`src/rtl/mips_pkg.sv`:
```
// Shared MIPS pipeline definitions: datapath width, NOP encoding, reset vector and
// fetch FSM states.
package mips_pkg;

  localparam int unsigned XLEN = 32;
  localparam logic [XLEN-1:0] NOP = 32'h0000_0000;
  localparam logic [XLEN-1:0] DEFAULT_RESET_PC = 32'h0040_0000;

  typedef enum logic [1:0] {
    BOOT,
    RUN,
    HALT
  } fetch_state_t;

endpackage

```
`src/rtl/fetch_stage_if.sv`:
```
// Instruction-memory bus between the fetch stage (master) and a synchronous-read
// instruction memory (slave); read data returns the cycle after the request.
interface fetch_stage_if;
  import mips_pkg::*;

  logic            imem_en;
  logic [XLEN-1:0] imem_addr;
  logic [XLEN-1:0] imem_rdata;

  modport master (
    output imem_en,
    output imem_addr,
    input  imem_rdata
  );

  modport slave (
    input  imem_en,
    input  imem_addr,
    output imem_rdata
  );

endinterface

```
`src/rtl/fetch_hold_buf.sv`:
```
// One-entry capture/bypass buffer: parks a response that arrives while decode is
// stalled and presents either the parked entry or the live response.
module fetch_hold_buf
  import mips_pkg::*;
(
  input  logic            clk,
  input  logic            rst_n,
  input  logic            live_valid,
  input  logic [XLEN-1:0] live_instr,
  input  logic [XLEN-1:0] live_pc,
  input  logic            stall_D,
  output logic [XLEN-1:0] instr,
  output logic [XLEN-1:0] pc,
  output logic            valid
);

  logic            hold_valid_q, hold_valid_d;
  logic [XLEN-1:0] hold_instr_q, hold_instr_d;
  logic [XLEN-1:0] hold_pc_q, hold_pc_d;

  // Depth 1 suffices: issue is suppressed while stall_D is high, so at most one
  // response can arrive during a stall.
  always_comb begin
    hold_valid_d = hold_valid_q;
    hold_instr_d = hold_instr_q;
    hold_pc_d    = hold_pc_q;
    if (!stall_D) begin
      hold_valid_d = 1'b0;
      hold_instr_d = NOP;
      hold_pc_d    = '0;
    end else if (live_valid) begin
      hold_valid_d = 1'b1;
      hold_instr_d = live_instr;
      hold_pc_d    = live_pc;
    end
  end

  always_ff @(posedge clk or negedge rst_n) begin
    if (!rst_n) begin
      hold_valid_q <= 1'b0;
      hold_instr_q <= NOP;
      hold_pc_q    <= '0;
    end else begin
      hold_valid_q <= hold_valid_d;
      hold_instr_q <= hold_instr_d;
      hold_pc_q    <= hold_pc_d;
    end
  end

  always_comb begin
    valid = 1'b0;
    instr = NOP;
    pc    = '0;
    if (hold_valid_q) begin
      valid = 1'b1;
      instr = hold_instr_q;
      pc    = hold_pc_q;
    end else if (live_valid) begin
      valid = 1'b1;
      instr = live_instr;
      pc    = live_pc;
    end
  end

endmodule

```
`src/rtl/fetch_stage.sv`:
```
// MIPS instruction-fetch stage: owns the PC, issues imem reads and presents the
// IF/ID register contents to decode, honouring stalls, redirects and halt.
module fetch_stage
  import mips_pkg::*;
#(
  parameter logic [XLEN-1:0] RESET_PC = DEFAULT_RESET_PC
) (
  input  logic                 clk,
  input  logic                 rst_n,
  input  logic                 stall_F,
  input  logic                 stall_D,
  input  logic                 redirect_valid,
  input  logic [XLEN-1:0]      redirect_pc,
  input  logic                 halt_req,
  fetch_stage_if.master        imem,
  output logic [XLEN-1:0]      instr_D,
  output logic [XLEN-1:0]      pc_D,
  output logic [XLEN-1:0]      pc_plus4_D,
  output logic                 valid_D
);

  fetch_state_t    state_q, state_d;
  logic [XLEN-1:0] pc_q, pc_d;
  logic            req_valid_q, req_valid_d;
  logic [XLEN-1:0] req_pc_q, req_pc_d;

  logic issue;
  logic redir_take;
  logic halt_take;

  fetch_hold_buf u_hold_buf (
    .clk        (clk),
    .rst_n      (rst_n),
    .live_valid (req_valid_q),
    .live_instr (imem.imem_rdata),
    .live_pc    (req_pc_q),
    .stall_D    (stall_D),
    .instr      (instr_D),
    .pc         (pc_D),
    .valid      (valid_D)
  );

  assign pc_plus4_D = pc_D + 32'd4;

  // Redirect and halt only act on a real instruction that decode is consuming.
  assign redir_take = redirect_valid & ~stall_D & valid_D;
  assign halt_take  = halt_req & ~stall_D & valid_D;
  assign issue      = (state_q == RUN) & ~stall_F & ~stall_D & ~halt_take;

  assign imem.imem_en   = issue;
  assign imem.imem_addr = pc_q;

  always_comb begin
    state_d = state_q;
    unique case (state_q)
      BOOT:    state_d = RUN;
      RUN:     if (halt_take) state_d = HALT;
      HALT:    state_d = HALT;
      default: state_d = BOOT;
    endcase
  end

  // Halt beats a simultaneous redirect, leaving the PC untouched.
  always_comb begin
    pc_d = pc_q;
    if (redir_take && !halt_take) begin
      pc_d = redirect_pc & ~32'h3;
    end else if (issue) begin
      pc_d = pc_q + 32'd4;
    end
  end

  // The request issued alongside an accepted redirect is on the wrong path.
  assign req_valid_d = issue & ~redir_take;
  assign req_pc_d    = pc_q;

  always_ff @(posedge clk or negedge rst_n) begin
    if (!rst_n) begin
      state_q     <= BOOT;
      pc_q        <= RESET_PC;
      req_valid_q <= 1'b0;
      req_pc_q    <= '0;
    end else begin
      state_q     <= state_d;
      pc_q        <= pc_d;
      req_valid_q <= req_valid_d;
      req_pc_q    <= req_pc_d;
    end
  end

endmodule

```
`src/flat_wrapper.sv`:
```
// flat-port wrapper written by rule: the top's interface ports become plain ports
module fetch_stage_flat import mips_pkg::*;
#(
  parameter logic [XLEN-1:0] RESET_PC = DEFAULT_RESET_PC
)
  (clk, rst_n, stall_F, stall_D, redirect_valid, redirect_pc, halt_req, instr_D, pc_D, pc_plus4_D, valid_D, imem_imem_en, imem_imem_addr, imem_imem_rdata);
  fetch_stage_if imem_i ();
  input  logic clk;
  input  logic rst_n;
  input  logic stall_F;
  input  logic stall_D;
  input  logic redirect_valid;
  input  logic [XLEN-1:0] redirect_pc;
  input  logic halt_req;
  output logic [XLEN-1:0] instr_D;
  output logic [XLEN-1:0] pc_D;
  output logic [XLEN-1:0] pc_plus4_D;
  output logic valid_D;
  output wire logic [$bits(imem_i.imem_en)-1:0] imem_imem_en;
  output wire logic [$bits(imem_i.imem_addr)-1:0] imem_imem_addr;
  input wire logic [$bits(imem_i.imem_rdata)-1:0] imem_imem_rdata;
  assign imem_imem_en = imem_i.imem_en;
  assign imem_imem_addr = imem_i.imem_addr;
  assign imem_i.imem_rdata = imem_imem_rdata;
  fetch_stage #(.RESET_PC(RESET_PC)) u_core (.clk(clk), .rst_n(rst_n), .stall_F(stall_F), .stall_D(stall_D), .redirect_valid(redirect_valid), .redirect_pc(redirect_pc), .halt_req(halt_req), .imem(imem_i), .instr_D(instr_D), .pc_D(pc_D), .pc_plus4_D(pc_plus4_D), .valid_D(valid_D));
endmodule
```
`config.mk`:
```
export PLATFORM = sky130hd
export DESIGN_NAME = fetch_stage_flat
export DESIGN_NICKNAME = d
export VERILOG_FILES = /design/src/rtl/mips_pkg.sv /design/src/rtl/fetch_stage_if.sv /design/src/rtl/fetch_hold_buf.sv /design/src/rtl/fetch_stage.sv /design/src/flat_wrapper.sv
export SDC_FILE = /design/constraint.sdc
export NUM_CORES = 1
export LEC_CHECK = 0
export CAP_MARGIN = 40
export CORE_ASPECT_RATIO = 0.5
export CORE_MARGIN = 4
export CORE_UTILIZATION = 45
export DETAILED_ROUTE_END_ITERATION = 10
export GPL_TIMING_DRIVEN = 0
export PLACE_DENSITY = 0.78
export SLEW_MARGIN = 30
export SYNTH_ARGS = -nofsm -noshare
export SYNTH_HDL_FRONTEND = slang
export SYNTH_SLANG_ARGS = --single-unit
```
`constraint.sdc`:
```
create_clock -name clk -period 4.1 [get_ports clk]
set_input_delay 1.025 -clock clk [delete_from_list [all_inputs] [get_ports clk]]
set_output_delay 1.025 -clock clk [all_outputs]
set_load 0.05 [all_outputs]
```
==> results <==
- The kind of cell adding the most delay to the critical path is buffers and inverters.
- The synthesized cell area is 6820 sq um.
- The max-slew violation count is 0.
- The die covers between 15000 and 20000 sq um.
- After synthesis, the largest family of logic cells by area is simple AND/OR/NAND/NOR gates.
- The master cell of the clock root buffer is clkbuf_16.
- The setup clock skew after layout is about 10 ps.
- The number of antenna violations at the first check in global routing came to 0.
- The core box area is 14700 sq um.
- The maximum buffer depth of the clock tree is 2.
- Walking the worst path, the cells encountered are buf_6 > buf_8 > buf_1 > nand2_1 > o21ai_0 > clkdlybuf4s50_1.
- Setup violations remaining at the end of the flow were counted as 0.
- The number of placed instances, taps included, is 1173.
- The clock tree from TritonCTS is yes.
- The most frequent standard cell in the layout excluding fill and tap cells is nand2_1.
- In this run, distinct cell masters in the synthesized netlist total 46.
- In this run the horizontal extent of the chip is 182 um.
- The post-route setup TNS is 0 ps.
- The final non-filler cell total is 1220.
- After routing the design area is ~10000 sq um.
- Setup repair after global routing could not meet its margin everywhere.
- The first-iteration detailed-routing DRC count is ~580.
- The antenna diode count is 0.
- The total global routing track utilization is 0.246.
- The worst reg-to-reg path cell count is 8.
- The worst stage delay on the critical path is 880 ps.
- The detailed-route vias per instance is 5.27.
- The via count is 6428.
- The number of port buffers is 191.
- After detailed routing, the number of remaining DRC violations is 0.
- The placer's final routability congestion estimate is about 0.86.
- The die is 95.1 um tall.
- The number of nets in the layout is 1083.
- The post-route worst setup slack is approximately 54 ps.
- For the pin with the worst max-slew slack, the measured transition is 725 ps.
- The post-detailed-routing wire length is 21200 um.
- The mean cell area of the mapped netlist is 8.77 sq um.
- The classification of the worst-slack hold path is register to register.
- Across the VDD grid, the largest voltage drop is 0.490 mV.
- The count of standard-cell rows is 31.
- For this design, the CTS-stage hold fixing added 0 buffers.
- The minimum clock period is 4050 ps.
- Counting the buffers created by CTS gives 17.
- The area of placed instances is 9160 sq um.
- The worst setup path is captured at a primary output.
- The wire length of the first global-routing pass is 33700 um.
- The average routed wire per standard cell is 17.4 um.
- Yosys printed 0 warnings.
- After synthesis the netlist holds a flip-flop and latch count of around 130.
- The worst slew margin relative to its limit is 0.513.
- The share of layout cells above drive strength 1 is 0.123.
- The clock latency on the worst-skew pair is 420 ps.
- The flow ran to the end, and the final reports show no timing, DRC or antenna violations.
- The worst path arrival time is 3020 ps.
- The first-pass detailed-route iteration total is 5.
- Synthesis produced a netlist whose cell count is 778.
- The compound-cell area share of the yosys netlist is 0.147.
- The required time of the worst setup path is between 3000 and 4000 ps.
- The critical path depth in cells is 6.
- After legalization and detailed placement, the total HPWL measured 15400 um.
- The clock sink count is 126.
- The type of the setup path with the least slack is register to primary output.
- OpenSTA, run right after detailed placement, puts the worst setup slack at -805 ps.
- The starting utilization of the core area is 0.465.
- Of the total synthesized cell area, the portion taken by XOR and XNOR cells is 0.0693.
- The H-tree was split into 4 levels.
- Summed over all cells, the static leakage comes to 4.24 nW.
- Max-cap violations in this run came to 0.
- The detail route stage leaves a number of antenna-violating nets equal to 0.
- The area fraction in and, or, nand and nor cells after synthesis is 0.253.
- The number of buffers and inverters on the critical path is 4.
- The standard cell with the maximum stage delay on the critical path is clkdlybuf4s50_1.
- After clock tree synthesis, the clock-pin slew on the worst setup and hold paths is roughly 60 ps.
- Dividing the final minimum period by the clock period gives 0.987.
- The final number of hold-violating endpoints is 0.
- The total overflow reported by the global router is 0.
- The number of placed I/O pins is 200.
- The relative area change from synthesis to final layout is 46.6%.
- The largest driver fanout on the critical path is 10.
- The via count of the first global-routing pass is around 6300.
- For this run, the top clock speed supported by timing is roughly 250 MHz.
- STA classifies the critical path startpoint as a register.
- The share of synthesized area occupied by flip-flops and latches is 0.462.
- The top cell types in the final layout, fill and taps aside, are nand2_1, clkdlybuf4s50_1, dfrtp_1, o21ai_0.
- The maximum number of pins on one net before global-route repair is 70.
- In this run the power density over the cells is between 500 and 600 nW/um^2.
- The adder-cell share of the synthesized area is 0.00733.
- The depth of the worst hold-timing path is 0.
- The portion of synthesized area spent on multiplexers is 0.00898.
==> per-stage QoR <==
stage	hold WS, ps	utilization	power (mW)
detailed placement	439	0.625	3.60
finish	458	0.683	5.16
CTS	456	0.671	5.14
global route	462	0.683	5.36
global placement	440	0.623	3.57
floorplan	509	-	2.88
==> repair_timing <==
item	4_1_cts	5_1_grt
setup buffers	8	9
gates resized for setup	133	30
endpoints found under the setup margin	55	36
gates cloned	1	0
pin swaps	1	3
==> worst paths after layout <==
check | startpoint | to | slack (ps)
hold reg to reg | u_core.imem.imem_addr[31] | u_core.req_pc_q[31] | 460
setup reg to reg | u_core.state_q[1] | u_core.imem.imem_addr[29] | 1660
max in group asynchronous | rst_n | u_core.u_hold_buf.hold_instr_q[31] | 2870
min in group asynchronous | rst_n | u_core.imem.imem_addr[30] | 520
hold / removal | u_core.imem.imem_addr[31] | u_core.req_pc_q[31] | 460
setup / recovery | u_core.req_valid_q | pc_D[31] | 50
==> area by class of cell <==
class	count	area (sq um)
Tap cell	198	248
Inverter	19	71.3
Timing Repair Buffer	210	2060
Fill cell	1134	4650
Buffer	54	378
Clock buffer	19	443
Multi-Input combinational cell	581	3500
Clock inverter	13	150
Sequential cell	126	3150
==> state kept, by name, summed over array words and instances (netlist names) <==
register,count
u_core.u_hold_buf.hold_valid_q,1
u_core.state_q,2
u_core.u_hold_buf.hold_instr_q,32
u_core.u_hold_buf.hold_pc_q,30
u_core.req_pc_q,30
u_core.req_valid_q,1
u_core.imem.imem_addr,30
==> per-layer routing <==
| layer | track usage | share of wire | up-vias |
|---|---|---|---|
| li1 | - | - | 3062 |
| met1 | 0.344 | 0.44 | 3081 |
| met2 | 0.395 | 0.47 | 262 |
| met3 | 0.0427 | 0.075 | 23 |
| met4 | 0.0762 | 0.013 | 0 |
| met5 | 0 | 0 | - |
==> cells in the mapped netlist (all sizes together) <==
| cell type | number | share of area |
|---|---|---|
| nor4 | 12 | 0.012 |
| a211oi | 1 | 0.0011 |
| dfrtp | 125 | 0.46 |
| xor2 | 21 | 0.027 |
| clkbuf | 36 | 0.020 |
| nor4b | 1 | 0.0022 |
| o22ai | 1 | 0.00092 |
| nor2 | 18 | 0.0099 |
| nand3b | 6 | 0.0084 |
| or2 | 1 | 0.00092 |
| o21a | 1 | 0.0011 |
| a21boi | 59 | 0.065 |
| ha | 4 | 0.0073 |
| dfstp | 1 | 0.0039 |
| nand3 | 22 | 0.016 |
| o21ai | 85 | 0.062 |
| buf | 21 | 0.021 |
| or4 | 1 | 0.0017 |
| nand2b | 58 | 0.053 |
| inv | 19 | 0.010 |
| mux2 | 1 | 0.0017 |
| a31oi | 2 | 0.0018 |
| a222oi | 1 | 0.0015 |
| conb | 1 | 0.00055 |
| xnor2 | 33 | 0.042 |
| nand4b | 8 | 0.010 |
| and4 | 3 | 0.0039 |
| and2 | 5 | 0.0046 |
| a22oi | 6 | 0.0066 |
| nor3 | 17 | 0.013 |
| nor3b | 2 | 0.0022 |
| nor2b | 5 | 0.0046 |
| a21oi | 9 | 0.0066 |
| nand2 | 175 | 0.096 |
| mux2i | 5 | 0.0073 |
| nand4 | 10 | 0.012 |
| and3 | 2 | 0.0018 |
==> cell families (layout without fill, tap and decap cells) <==
logic type,Yosys count,count (layout)
buf+inv,76,315
flops,126,126
compound gates,165,165
xor+xnor,54,54
other cells,1,6
mux,6,6
fa+ha+maj,4,4
simple gates,346,346
==> power breakdown <==
| part | leakage (nW) | internal [mW] | switching [mW] |
|---|---|---|---|
| clock network | 0.286 | 0.924 | 0.601 |
| logic | 2.27 | 0.619 | 1.09 |
| registers | 1.69 | 1.54 | 0.382 |
| total | 4.24 | 3.08 | 2.07 |
==> worst register-to-register path: stages, from the launching register on <==
cell and delay, ps:
dfrtp_1 370, inv_1 100, ha_1 180, nor3b_1 380, nand4_1 300, clkbuf_1 330
nor4_1 430, xnor2_1 170, o21ai_1 70
Power figures use the tool's default switching activity.
